### src/rtl/cpu_pkg.sv
// cpu_pkg: shared definitions for the front end.
//   ADDR_W / WIDTH_W : default PC width (in words) and instruction width
//   fetch_state_e    : fetch sequencer states
//   fetch_entry_t    : one buffered fetch, instruction plus the PC it came from
package cpu_pkg;

    localparam int ADDR_W  = 8;
    localparam int WIDTH_W = 32;

    typedef enum logic {
        IDLE = 1'b0,
        RUN  = 1'b1
    } fetch_state_e;

    typedef struct packed {
        logic [ADDR_W-1:0]  pc;
        logic [WIDTH_W-1:0] instr;
    } fetch_entry_t;

endpackage

### src/rtl/fetch_fifo.sv
// fetch_fifo: 2-entry synchronous FIFO holding returned fetches.
//   clk, rst_n : clock, asynchronous active-low reset (storage clears to 0)
//   push/wdata : write an entry at the tail
//   pop        : drop the head entry (caller guarantees count != 0)
//   flush      : discard all entries; wins over push and pop
//   rdata      : head entry
//   count      : occupancy, 0..2 (caller guarantees no push when full
//                unless a pop happens in the same cycle)
module fetch_fifo
    import cpu_pkg::*;
#(
    parameter type entry_t = fetch_entry_t
) (
    input  logic       clk,
    input  logic       rst_n,
    input  logic       push,
    input  logic       pop,
    input  logic       flush,
    input  entry_t     wdata,
    output entry_t     rdata,
    output logic [1:0] count
);

    entry_t mem_q [2];
    logic   wr_ptr;
    logic   rd_ptr;

    assign rdata = mem_q[rd_ptr];

    always_ff @(posedge clk or negedge rst_n) begin
        if (!rst_n) begin
            for (int i = 0; i < 2; i++) mem_q[i] <= '0;
            wr_ptr <= 1'b0;
            rd_ptr <= 1'b0;
            count  <= 2'd0;
        end else if (flush) begin
            wr_ptr <= 1'b0;
            rd_ptr <= 1'b0;
            count  <= 2'd0;
        end else begin
            if (push) begin
                mem_q[wr_ptr] <= wdata;
                wr_ptr        <= ~wr_ptr;
            end
            if (pop) rd_ptr <= ~rd_ptr;
            case ({push, pop})
                2'b10:   count <= count + 2'd1;
                2'b01:   count <= count - 2'd1;
                default: count <= count;
            endcase
        end
    end

endmodule

### src/rtl/instr_fetch.sv
// instr_fetch: sequential instruction fetch in front of a 1-cycle-latency SRAM.
//   clk, rst_n             : clock, asynchronous active-low reset
//   fetch_en               : permits issuing new reads
//   redirect_valid/_pc     : one-cycle branch/jump; loads pc and flushes everything
//   mem_cs/we/addr/wdata   : SRAM request side (read only; we and wdata tied low)
//   mem_rdata              : SRAM read data, valid the cycle after mem_cs
//   instr_valid/ready      : handshake to decode
//   instr, instr_pc        : head instruction and its PC
// Reads are only issued when the buffer is guaranteed room for the reply, so
// count + inflight never exceeds 2 and the SRAM never needs to be stalled.
module instr_fetch
    import cpu_pkg::*;
#(
    parameter int              ADDR     = ADDR_W,
    parameter int              WIDTH    = WIDTH_W,
    parameter logic [ADDR-1:0] RESET_PC = '0
) (
    input  logic             clk,
    input  logic             rst_n,
    input  logic             fetch_en,
    input  logic             redirect_valid,
    input  logic [ADDR-1:0]  redirect_pc,
    output logic             mem_cs,
    output logic             mem_we,
    output logic [ADDR-1:0]  mem_addr,
    output logic [WIDTH-1:0] mem_wdata,
    input  logic [WIDTH-1:0] mem_rdata,
    output logic             instr_valid,
    input  logic             instr_ready,
    output logic [WIDTH-1:0] instr,
    output logic [ADDR-1:0]  instr_pc
);

    typedef struct packed {
        logic [ADDR-1:0]  pc;
        logic [WIDTH-1:0] instr;
    } entry_t;

    fetch_state_e    state_q, state_d;
    logic [ADDR-1:0] pc_q;
    logic [ADDR-1:0] tag_q;     // PC of the read currently in flight
    logic            inflight_q;
    logic            issue;
    logic            pop;
    logic            push;
    logic [1:0]      count;
    logic [2:0]      credit;
    entry_t          head;
    entry_t          tail_in;

    // A redirect hides the head so decode cannot consume a stale instruction.
    assign instr_valid = (count != 2'd0) & ~redirect_valid;
    assign pop         = instr_valid & instr_ready;
    assign credit      = {1'b0, count} + {2'b00, inflight_q} - {2'b00, pop};
    // The reply in flight is killed by a redirect in the cycle it returns.
    assign push        = inflight_q & ~redirect_valid;

    assign mem_cs    = issue;
    assign mem_we    = 1'b0;
    assign mem_addr  = pc_q;
    assign mem_wdata = '0;

    assign tail_in  = '{pc: tag_q, instr: mem_rdata};
    assign instr    = head.instr;
    assign instr_pc = head.pc;

    always_ff @(posedge clk or negedge rst_n) begin
        if (!rst_n) state_q <= IDLE;
        else        state_q <= state_d;
    end

    always_comb begin
        state_d = state_q;
        issue   = 1'b0;
        case (state_q)
            IDLE: begin
                if (fetch_en) state_d = RUN;
            end
            RUN: begin
                issue = fetch_en & ~redirect_valid & (credit < 3'd2);
                // Stay in RUN until the last reply has landed.
                if (!fetch_en && !inflight_q) state_d = IDLE;
            end
            default: state_d = IDLE;
        endcase
    end

    always_ff @(posedge clk or negedge rst_n) begin
        if (!rst_n) begin
            pc_q       <= RESET_PC;
            tag_q      <= '0;
            inflight_q <= 1'b0;
        end else begin
            inflight_q <= issue;
            if (redirect_valid) begin
                pc_q <= redirect_pc;
            end else if (issue) begin
                pc_q  <= pc_q + 1'b1;
                tag_q <= pc_q;
            end
        end
    end

    fetch_fifo #(
        .entry_t (entry_t)
    ) u_fifo (
        .clk   (clk),
        .rst_n (rst_n),
        .push  (push),
        .pop   (pop),
        .flush (redirect_valid),
        .wdata (tail_in),
        .rdata (head),
        .count (count)
    );

endmodule
### config.mk
export PLATFORM = sky130hd
export DESIGN_NAME = instr_fetch
export DESIGN_NICKNAME = d
export VERILOG_FILES = /design/src/rtl/cpu_pkg.sv /design/src/rtl/fetch_fifo.sv /design/src/rtl/instr_fetch.sv
export SDC_FILE = /design/constraint.sdc
export NUM_CORES = 1
export LEC_CHECK = 0
export ABC_AREA = 1
export BUFFER_PORTS_ARGS = -buffer_cell sky130_fd_sc_hd__buf_4
export CORE_MARGIN = 1
export CORE_UTILIZATION = 53
export CTS_CLUSTER_SIZE = 40
export DETAILED_ROUTE_END_ITERATION = 8
export PLACE_DENSITY_LB_ADDON = 0.15
export SKIP_CTS_REPAIR_TIMING = 1
export SYNTH_ARGS = -nofsm -noshare
export SYNTH_HDL_FRONTEND = slang
export SYNTH_HIERARCHICAL = 1
export SYNTH_SLANG_ARGS = --single-unit
### constraint.sdc
create_clock -name clk -period 3.06 [get_ports clk]
set_input_delay 0.459 -clock clk [delete_from_list [all_inputs] [get_ports clk]]
set_output_delay 0.459 -clock clk [all_outputs]
set_load 0.01 [all_outputs]
# ---- After elaboration in Yosys (flattened, before gate mapping)
# Cells that the tools add are included.
dict set report totals {
  wordCells 62
  regBits 102
  input_bits 45
  out_inout_bits 83
}
dict set report op_classes {
  n_eq_ne 2
  bitwise 11
  magnitude_cmp 4
  n_reduce_logical 11
  addsub 5
  muxes 18
}
# operator n
set ops {}
lappend ops {{40-bit two-way mux} 4}
lappend ops {{80-bit bitwise mux} 1}
lappend ops {{40-bit demux with 1-bit select} 1}
lappend ops {{8-bit two-way mux} 2}
lappend ops {{8-bit by 1-bit adder with 8-bit output, second input constant} 1}
lappend ops {{2-bit nonzero test} 4}
lappend ops {{1-bit two-way mux} 7}
lappend ops {{1-bit bitwise AND} 5}
lappend ops {{2-bit >= comparator, second input constant} 2}
lappend ops {{1-bit inverter} 4}
lappend ops {{1-bit inverter with 2-bit output} 2}
lappend ops {{2-bit case mux with 2 select lines} 1}
lappend ops {{2-bit AND reduction} 2}
lappend ops {{2-bit by 1-bit adder with 3-bit output} 1}
lappend ops {{3-bit by 2-bit less-than comparator with 1-bit output, second input constant} 1}
lappend ops {{3-bit nonzero test} 1}
lappend ops {{3-bit by 1-bit subtractor with 3-bit output} 1}
lappend ops {{2-bit by 1-bit adder with 2-bit output, second input constant} 1}
lappend ops {{2-bit by 1-bit equality test with 1-bit output, second input constant} 1}
lappend ops {{2-bit equality test, second input constant} 1}
lappend ops {{1-bit logical AND} 2}
lappend ops {{1-bit zero test} 2}
lappend ops {{2-bit by 1-bit less-than comparator with 1-bit output, second input constant} 1}
lappend ops {{2-bit two-way mux} 1}
lappend ops {{other kinds (2)} 2}

# ---- Logic depth before layout (Yosys ltp)
# Gate-level depths: netlist (run 1).
dict set report depth {
  depth_word 9
  mapped_depth 14
  depth_no_buf 13
}

# ---- Hierarchy
# Netlist (run 1), hierarchy kept.
# mod cells_per_inst seq_area_each_um2 instances area_per_inst_um2
set by_module_without_submodules {}
lappend by_module_without_submodules {fetch_fifo 372 2102.0 1 3856.2}
lappend by_module_without_submodules {instr_fetch 166 450.4 1 1252.5}

# ---- Least setup slack after synthesis (run 1)
# Ideal clock, no wire load.
dict set report synth_path {
  kind {register to output}
  from {register u_fifo.count[1]}
  to {output mem_cs}
  setup_slack_ps 198
  stages_incl_launch_ff 11
  required_time_ps 2601
  arrival_ps 2403
  n_path_buf 0
  path_cell_list {dfrtp_1 -> inv_1 -> a21oi_1 -> and2_1 -> ha_1 -> or2_2 -> fa_1 -> nand2_1 -> inv_1 -> nand2_1 -> nor2_4}
}
dict set report synth_via {
  elab_chain_cells 7
  elab_cells_between_ends 8
  classes_between {2 x add/sub; 1 x order compare; 1 x mux; 3 x bitwise; 1 x reduce/logical}
}
# element line
set synth_lines {}
lappend synth_lines {{start, declared} fetch_fifo.sv:21} ;# output logic [1:0] count
lappend synth_lines {{start signal, assigned} fetch_fifo.sv:47} ;# 2'b10: count <= count + 2'd1;
lappend synth_lines {{start signal, assigned} fetch_fifo.sv:48} ;# 2'b01: count <= count - 2'd1;
lappend synth_lines {{start signal, assigned} fetch_fifo.sv:49} ;# default: count <= count;
lappend synth_lines {{2-bit nonzero test} instr_fetch.sv:52} ;# assign instr_valid = (count != 2'd0) & ~redirect_valid;
lappend synth_lines {{1-bit bitwise AND} instr_fetch.sv:52}
lappend synth_lines {{via instr_valid} instr_fetch.sv:28} ;# output logic instr_valid,
lappend synth_lines {{1-bit bitwise AND} instr_fetch.sv:53} ;# assign pop = instr_valid & instr_ready;
lappend synth_lines {{via pop} instr_fetch.sv:44} ;# logic pop;
lappend synth_lines {{3-bit by 1-bit subtractor with 3-bit output} instr_fetch.sv:54} ;# assign credit = {1'b0, count} + {2'b00, inflight_q} - {2'b00, pop};
lappend synth_lines {{3-bit by 2-bit less-than comparator with 1-bit output} instr_fetch.sv:80} ;# issue = fetch_en & ~redirect_valid & (credit < 3'd2);
lappend synth_lines {{1-bit bitwise AND} instr_fetch.sv:80}
lappend synth_lines {{1-bit two-way mux} instr_fetch.sv:75} ;# case (state_q)
lappend synth_lines {{end, declared} instr_fetch.sv:23} ;# output logic mem_cs,
# The timed path passes the listed nets, and every way through them passes these cells.

# ---- Final worst setup path (run 1)
dict set report layout_path {
  from {register u_fifo.count[0]}
  to {output mem_cs}
}
dict set report layout_via {
  elab_chain_cells 7
  elab_cells_between_ends 8
  classes_between {2 x add/sub; 1 x order compare; 1 x mux; 3 x bitwise; 1 x reduce/logical}
}
# element line
set layout_lines {}
lappend layout_lines {{2-bit nonzero test} instr_fetch.sv:52}
lappend layout_lines {{1-bit bitwise AND} instr_fetch.sv:52}
lappend layout_lines {{1-bit bitwise AND} instr_fetch.sv:53}
lappend layout_lines {{via pop} instr_fetch.sv:44}
lappend layout_lines {{3-bit by 1-bit subtractor with 3-bit output} instr_fetch.sv:54}
lappend layout_lines {{3-bit by 2-bit less-than comparator with 1-bit output} instr_fetch.sv:80}
lappend layout_lines {{1-bit bitwise AND} instr_fetch.sv:80}
lappend layout_lines {{1-bit two-way mux} instr_fetch.sv:75}
# The timed path passes the listed nets, and every way through them passes these cells.

==> impl_metrics.json, run 1 <==
{
  "outcome": "finished, final reports clean",
  "cts_max_path_buffers": 2,
  "tightest_slew_ns": 0.664,
  "synth_top_area_share_pct": 50.0,
  "skew_ns": 0.00965,
  "portBuffers": 94,
  "row_count": 35,
  "yosysUniqueCellTypes": 27,
  "dieHeight_um": 100,
  "r2r-start": "u_fifo/count[0]",
  "grt_max_degree": 56,
  "n_fill_cell": 807,
  "slew-limit-headroom_pct": 55.8,
  "start_util_pct": 55.0,
  "drc": 0,
  "ys_warn_count": 6,
  "insertion_delay_ns": 0.35,
  "synth-seq-cells": 102,
  "grt_pass1_wl_um": 15600,
  "use_met1_pct": 26.1,
  "powerDensity_nw_per_um2": 647,
  "setup_viol": 0,
  "drt_iter0_drc": 172,
  "p_switching_w": 0.00122,
  "cts-root-buf": "clkbuf_8",
  "syn_inst": 538,
  "areaGrowthSynthToFinish_pct": 16.6,
  "final_max_slew_viol_count": 0,
  "dp.final_hpwl_um": 6290,
  "fin_tns_setup_ns": 0,
  "max_freq_ghz": 0.333,
  "peakVddDrop_mv": 0.251,
  "cts_num_sinks": 102,
  "cts_max_level": 3,
  "arrival_ns": 2.55,
  "cts_tree": "done",
  "period_needed_ns": 3.00,
  "hold_viol": 0,
  "intPower_w": 0.00263,
  "die_w_um": 100,
  "wirelength_um": 9510,
  "path_clk_slew_ns": 0.09,
  "core-area_um2": 9280,
  "mostFrequentLayoutCell": "nand2_1",
  "finalNonFillerCells": 763,
  "setup_slack_ns": 0.0555,
  "io_pins": 128,
  "grt_busiest_layer": "met2",
  "cts_buffers": 9,
  "vias": 3653,
  "seqPwrFrac_pct": 47.3,
  "viasPerCell": 4.79,
  "use_met2_pct": 32.7,
  "ant_nets": 0,
  "avgSynthCellArea_um2": 9.50,
  "final_nets": 677,
  "antennaDiodeCount": 0,
  "grt_pass1_vias": 3481,
  "yosys.area.top_type": "dfrtp_1",
  "drv_cap": 0,
  "grt_use_total_pct": 19.5,
  "antenna_found_initial": 0,
  "worstSetupPathType": "reg -> out",
  "grt_overflow_total": 0,
  "min_period_over_period_pct": 98.2,
  "endpoint_kind": "output pin",
  "swShare_pct": 31.8,
  "critPathMaxFanout": 4,
  "power_frac_clock_pct": 19.1,
  "synth-seq-area-share_pct": 50.0,
  "leakage_nw": 3.10,
  "required_ns": 2.60,
  "power_w": 0.00385,
  "dp.cells": 742,
  "gp_congestion": 0.811,
  "synth_area_um2": 5110,
  "start_kind": "flip-flop",
  "hold_path.class": "in -> async",
  "wire_per_inst_um": 12.5,
  "grt_use_met3_pct": 2.72,
  "die-area_um2": 10000,
  "power_frac_comb_pct": 33.6,
  "hold_ws_ns": 0.134,
  "first_pass_iters": 4,
  "synth_area_leaders": "dfrtp_1 (50%), nand2_1 (9.9%), mux2_2 (8.8%)",
  "dp_slack_ns": 0.156,
  "startpoint": "u_fifo/count[0]",
  "r2r_cells": 12,
  "layout_common_cells": "nand2_1 (133), buf_4 (102), dfrtp_1 (101), inv_1 (56), o21ai_1 (54)",
  "drive_gt1_share_pct": 33.4
}
through the flow:
step / instance area (um^2) / utilization [%]
finish: 5960 / 64.2
global route: 5960 / 64.2
CTS: 5890 / 63.4
detailed placement: 5720 / 61.6
global placement: 5720 / 61.6
floorplan: 5230 / -
cell families (layout without fill, tap and decap cells):
kind of cell / count (synthesis) / count (layout) / share of synthesized area (%)
simple gates: 179 / 179 / 14.9
buf+inv: 119 / 183 / 13.6
flops: 102 / 102 / 50.0
compound gates: 93 / 93 / 11.6
mux: 40 / 40 / 8.82
fa+ha+maj: 3 / 3 / 0.882
other cells: 1 / 33 / 0.0734
xor+xnor: 1 / 1 / 0.171
power groups by stage:
stage	Sequential, W	Clock [W]	Combinational, W
2_1_floorplan	0.00180	0	0.000809
3_3_place_gp	0.00183	0	0.00126
3_5_place_dp	0.00185	0	0.00128
4_1_cts	0.00182	0.000774	0.00129
5_1_grt	0.00186	0.000821	0.00144
6_report	0.00182	0.000736	0.00130
area by class of cell:
type	count	area (um^2)	area share, %
Sequential cell	102	2550	42.9
Multi-Input combinational cell	349	2010	33.7
Timing Repair Buffer	106	837	14.1
Inverter	61	229	3.84
Tap cell	129	161	2.71
Clock buffer	11	131	2.21
Clock inverter	5	36.3	0.609
critical path, stage by stage, from the launching register on:
cell	delay, ns
dfrtp_1	0.39
inv_2	0.06
a21oi_2	0.17
and2_4	0.19
ha_4	0.20
or2_4	0.23
fa_1	0.56
nand2_2	0.07
inv_2	0.06
nand2_2	0.06
nor2_4	0.12
buf_6	0.11
state kept, by name, indices dropped and copies added, names as in the netlist:
register       count
inflight_q         1
mem_addr           8
state_q            1
tag_q              8
u_fifo/count       2
u_fifo/mem_q      80
u_fifo/rd_ptr      1
u_fifo/wr_ptr      1
synthesized netlist by cell type:
cell type  instances
mux2_2            40
conb_1             1
inv_1             59
nand2_1          135
nor2_2             3
o21ai_2           32
nand3_4            1
or2_2              1
and2_1             1
xor2_1             1
nand2_2            1
nand3_1           24
a21oi_1            2
o21ai_0            3
nor2_4             2
nand3b_4           1
a21boi_0           2
fa_1               1
nor2_1            10
inv_2              2
ha_1               2
buf_4             38
buf_2              6
o21ai_1           54
clkbuf_2           1
dfrtp_1          102
buf_6             13
layer usage:
layer / up-vias / wire, um
met3: 9 / 383
met2: 95 / 4640
met1: 1723 / 4380
met5: - / 0
met4: 0 / 106
li1: 1826 / -
final timing paths:
| path | end | slack, ns |
|---|---|---|
| setup / recovery | mem_cs | 0.06 |
| hold / removal | u_fifo/mem_q[31] | 0.13 |
| setup reg to reg | mem_addr[7] | 0.37 |
| hold reg to reg | u_fifo/mem_q[21] | 0.48 |
| max in group asynchronous | u_fifo/mem_q[68] | 2.12 |
| min in group clk | mem_addr[6] | 0.32 |
(Power assumes the default switching activity.)
==> inputs of run 2 (changes only) <==
- clock period: 3.06 -> 2.8 ns (I/O delays scaled with it)
==> impl_metrics.json, run 2 (synthesis results as in run 1) <==
{
  "outcome": "finished with violations",
  "violations": "setup timing",
  "skew_ns": 0.0144,
  "drive_gt1_share_pct": 33.7,
  "critPathMaxFanout": 3,
  "layout_common_cells": "nand2_1 (133), buf_4 (104), dfrtp_1 (101), inv_1 (56), o21ai_1 (54)",
  "drc": 0,
  "peakVddDrop_mv": 0.323,
  "worstSetupPathType": "reg -> out",
  "period_needed_ns": 2.95,
  "tightest_slew_ns": 0.658,
  "io_pins": 128,
  "drt_iter0_drc": 126,
  "powerDensity_nw_per_um2": 716,
  "antennaDiodeCount": 0,
  "r2r_slack_ns": 0.13,
  "cts_buffers": 9,
  "grt_pass1_wl_um": 15600,
  "slew-limit-headroom_pct": 56.1,
  "start_util_pct": 55.0,
  "reg2reg_to": "mem_addr[4]",
  "endpoint": "mem_cs",
  "wirelength_um": 9460,
  "drv_cap": 0,
  "dieHeight_um": 100,
  "portBuffers": 94,
  "r2r_cells": 12,
  "final_max_slew_viol_count": 0,
  "insertion_delay_ns": 0.36,
  "power_w": 0.00427,
  "grt_use_total_pct": 19.5,
  "leakage_nw": 3.11,
  "mostFrequentLayoutCell": "nand2_1",
  "r2r-start": "u_fifo/count[0]",
  "top_register": "u_fifo/mem_q",
  "path_clk_slew_ns": 0.09,
  "startpoint": "u_fifo/count[0]",
  "cts_max_path_buffers": 2,
  "endpoint_kind": "output pin",
  "final_nets": 678,
  "ant_nets": 0,
  "cts-root-buf": "clkbuf_8",
  "die_w_um": 100,
  "dp.final_hpwl_um": 6300,
  "row_count": 35,
  "arrival_ns": 2.53,
  "cts_max_level": 3,
  "setup_slack_ns": -0.149,
  "cts_num_sinks": 102,
  "rsz0062_at_grt": "yes",
  "first_pass_iters": 4,
  "areaGrowthSynthToFinish_pct": 16.9,
  "fin_tns_setup_ns": -0.149,
  "largest_reg_flops": 80,
  "min_period_over_period_pct": 105,
  "setup_viol": 1,
  "hold_path.class": "in -> async",
  "die-area_um2": 10000,
  "grt_max_degree": 53,
  "start_kind": "flip-flop",
  "hold_ws_ns": 0.0774,
  "core-area_um2": 9280,
  "viasPerCell": 4.73,
  "grt_pass1_vias": 3522,
  "gp_congestion": 0.753,
  "antenna_found_initial": 0,
  "cts_tree": "done",
  "vias": 3615,
  "required_ns": 2.38,
  "max_freq_ghz": 0.339,
  "n_fill_cell": 780,
  "grt_overflow_total": 0,
  "hold_viol": 0,
  "wire_per_inst_um": 12.4
}
-- run 2: cell types whose count changed in the layout (fill, tap and decap cells not counted) --
cell and delta:
buf_4 +2, clkbuf_8 +2, buf_12 -1, clkbuf_1 -1, clkinv_2 -1
-- run 2: per-layer routing --
metal	GRT usage (%)	wire length [um]	vias to the layer above
li1	-	-	1830
met1	24.6	4240	1690
met2	33.9	4740	88
met3	3.76	382	7
met4	6.24	97	0
met5	0	0	-
-- run 2: cell type report --
type | count | area, um^2 | area share, %
Sequential cell | 102 | 2550 | 42.8
Multi-Input combinational cell | 349 | 2010 | 33.6
Timing Repair Buffer | 107 | 832 | 13.9
Inverter | 61 | 229 | 3.84
Tap cell | 129 | 161 | 2.70
Clock buffer | 12 | 155 | 2.60
Clock inverter | 4 | 31.3 | 0.524
-- run 2: critical path, cell delays in order, from the launching register on --
cell and delay, ns:
dfrtp_1 0.40, inv_2 0.06, a21oi_2 0.15, and2_4 0.17
ha_4 0.19, or2_4 0.23, fa_1 0.56, nand2_2 0.08
inv_2 0.06, nand2_2 0.06, nor2_4 0.12, buf_6 0.11
-- run 2: worst min-delay path by stage --
| stage | startpoint | to | slack (ns) |
|---|---|---|---|
| finish | rst_n | u_fifo/mem_q[45] | 0.08 |
| global route | rst_n | u_fifo/mem_q[45] | 0.12 |
| CTS | rst_n | u_fifo/mem_q[45] | 0.09 |
| detailed placement | u_fifo/mem_q[6] | u_fifo/mem_q[6] | 0.46 |
| global placement | inflight_q | state_q | 0.45 |
| floorplan | rst_n | inflight_q | 0.12 |
-- run 2: per-stage QoR --
step | cell area (um^2) | worst slack (ns) | utilization (%) | cells
final | 5970 | -0.149 | 64.3 | 764
after global routing | 5970 | -0.286 | 64.3 | 764
after CTS | 5920 | -0.227 | 63.8 | 761
after detailed placement | 5730 | 0.115 | 61.8 | 745
after global placement | 5730 | 0.181 | 61.8 | 745
after floorplan | 5230 | 0.0524 | - | 570
-- run 2: power by group --
part | switching (W) | internal [W]
clock network | 0.000486 | 0.000374
registers | 0.000192 | 0.00180
logic | 0.000671 | 0.000747
total | 0.00135 | 0.00292
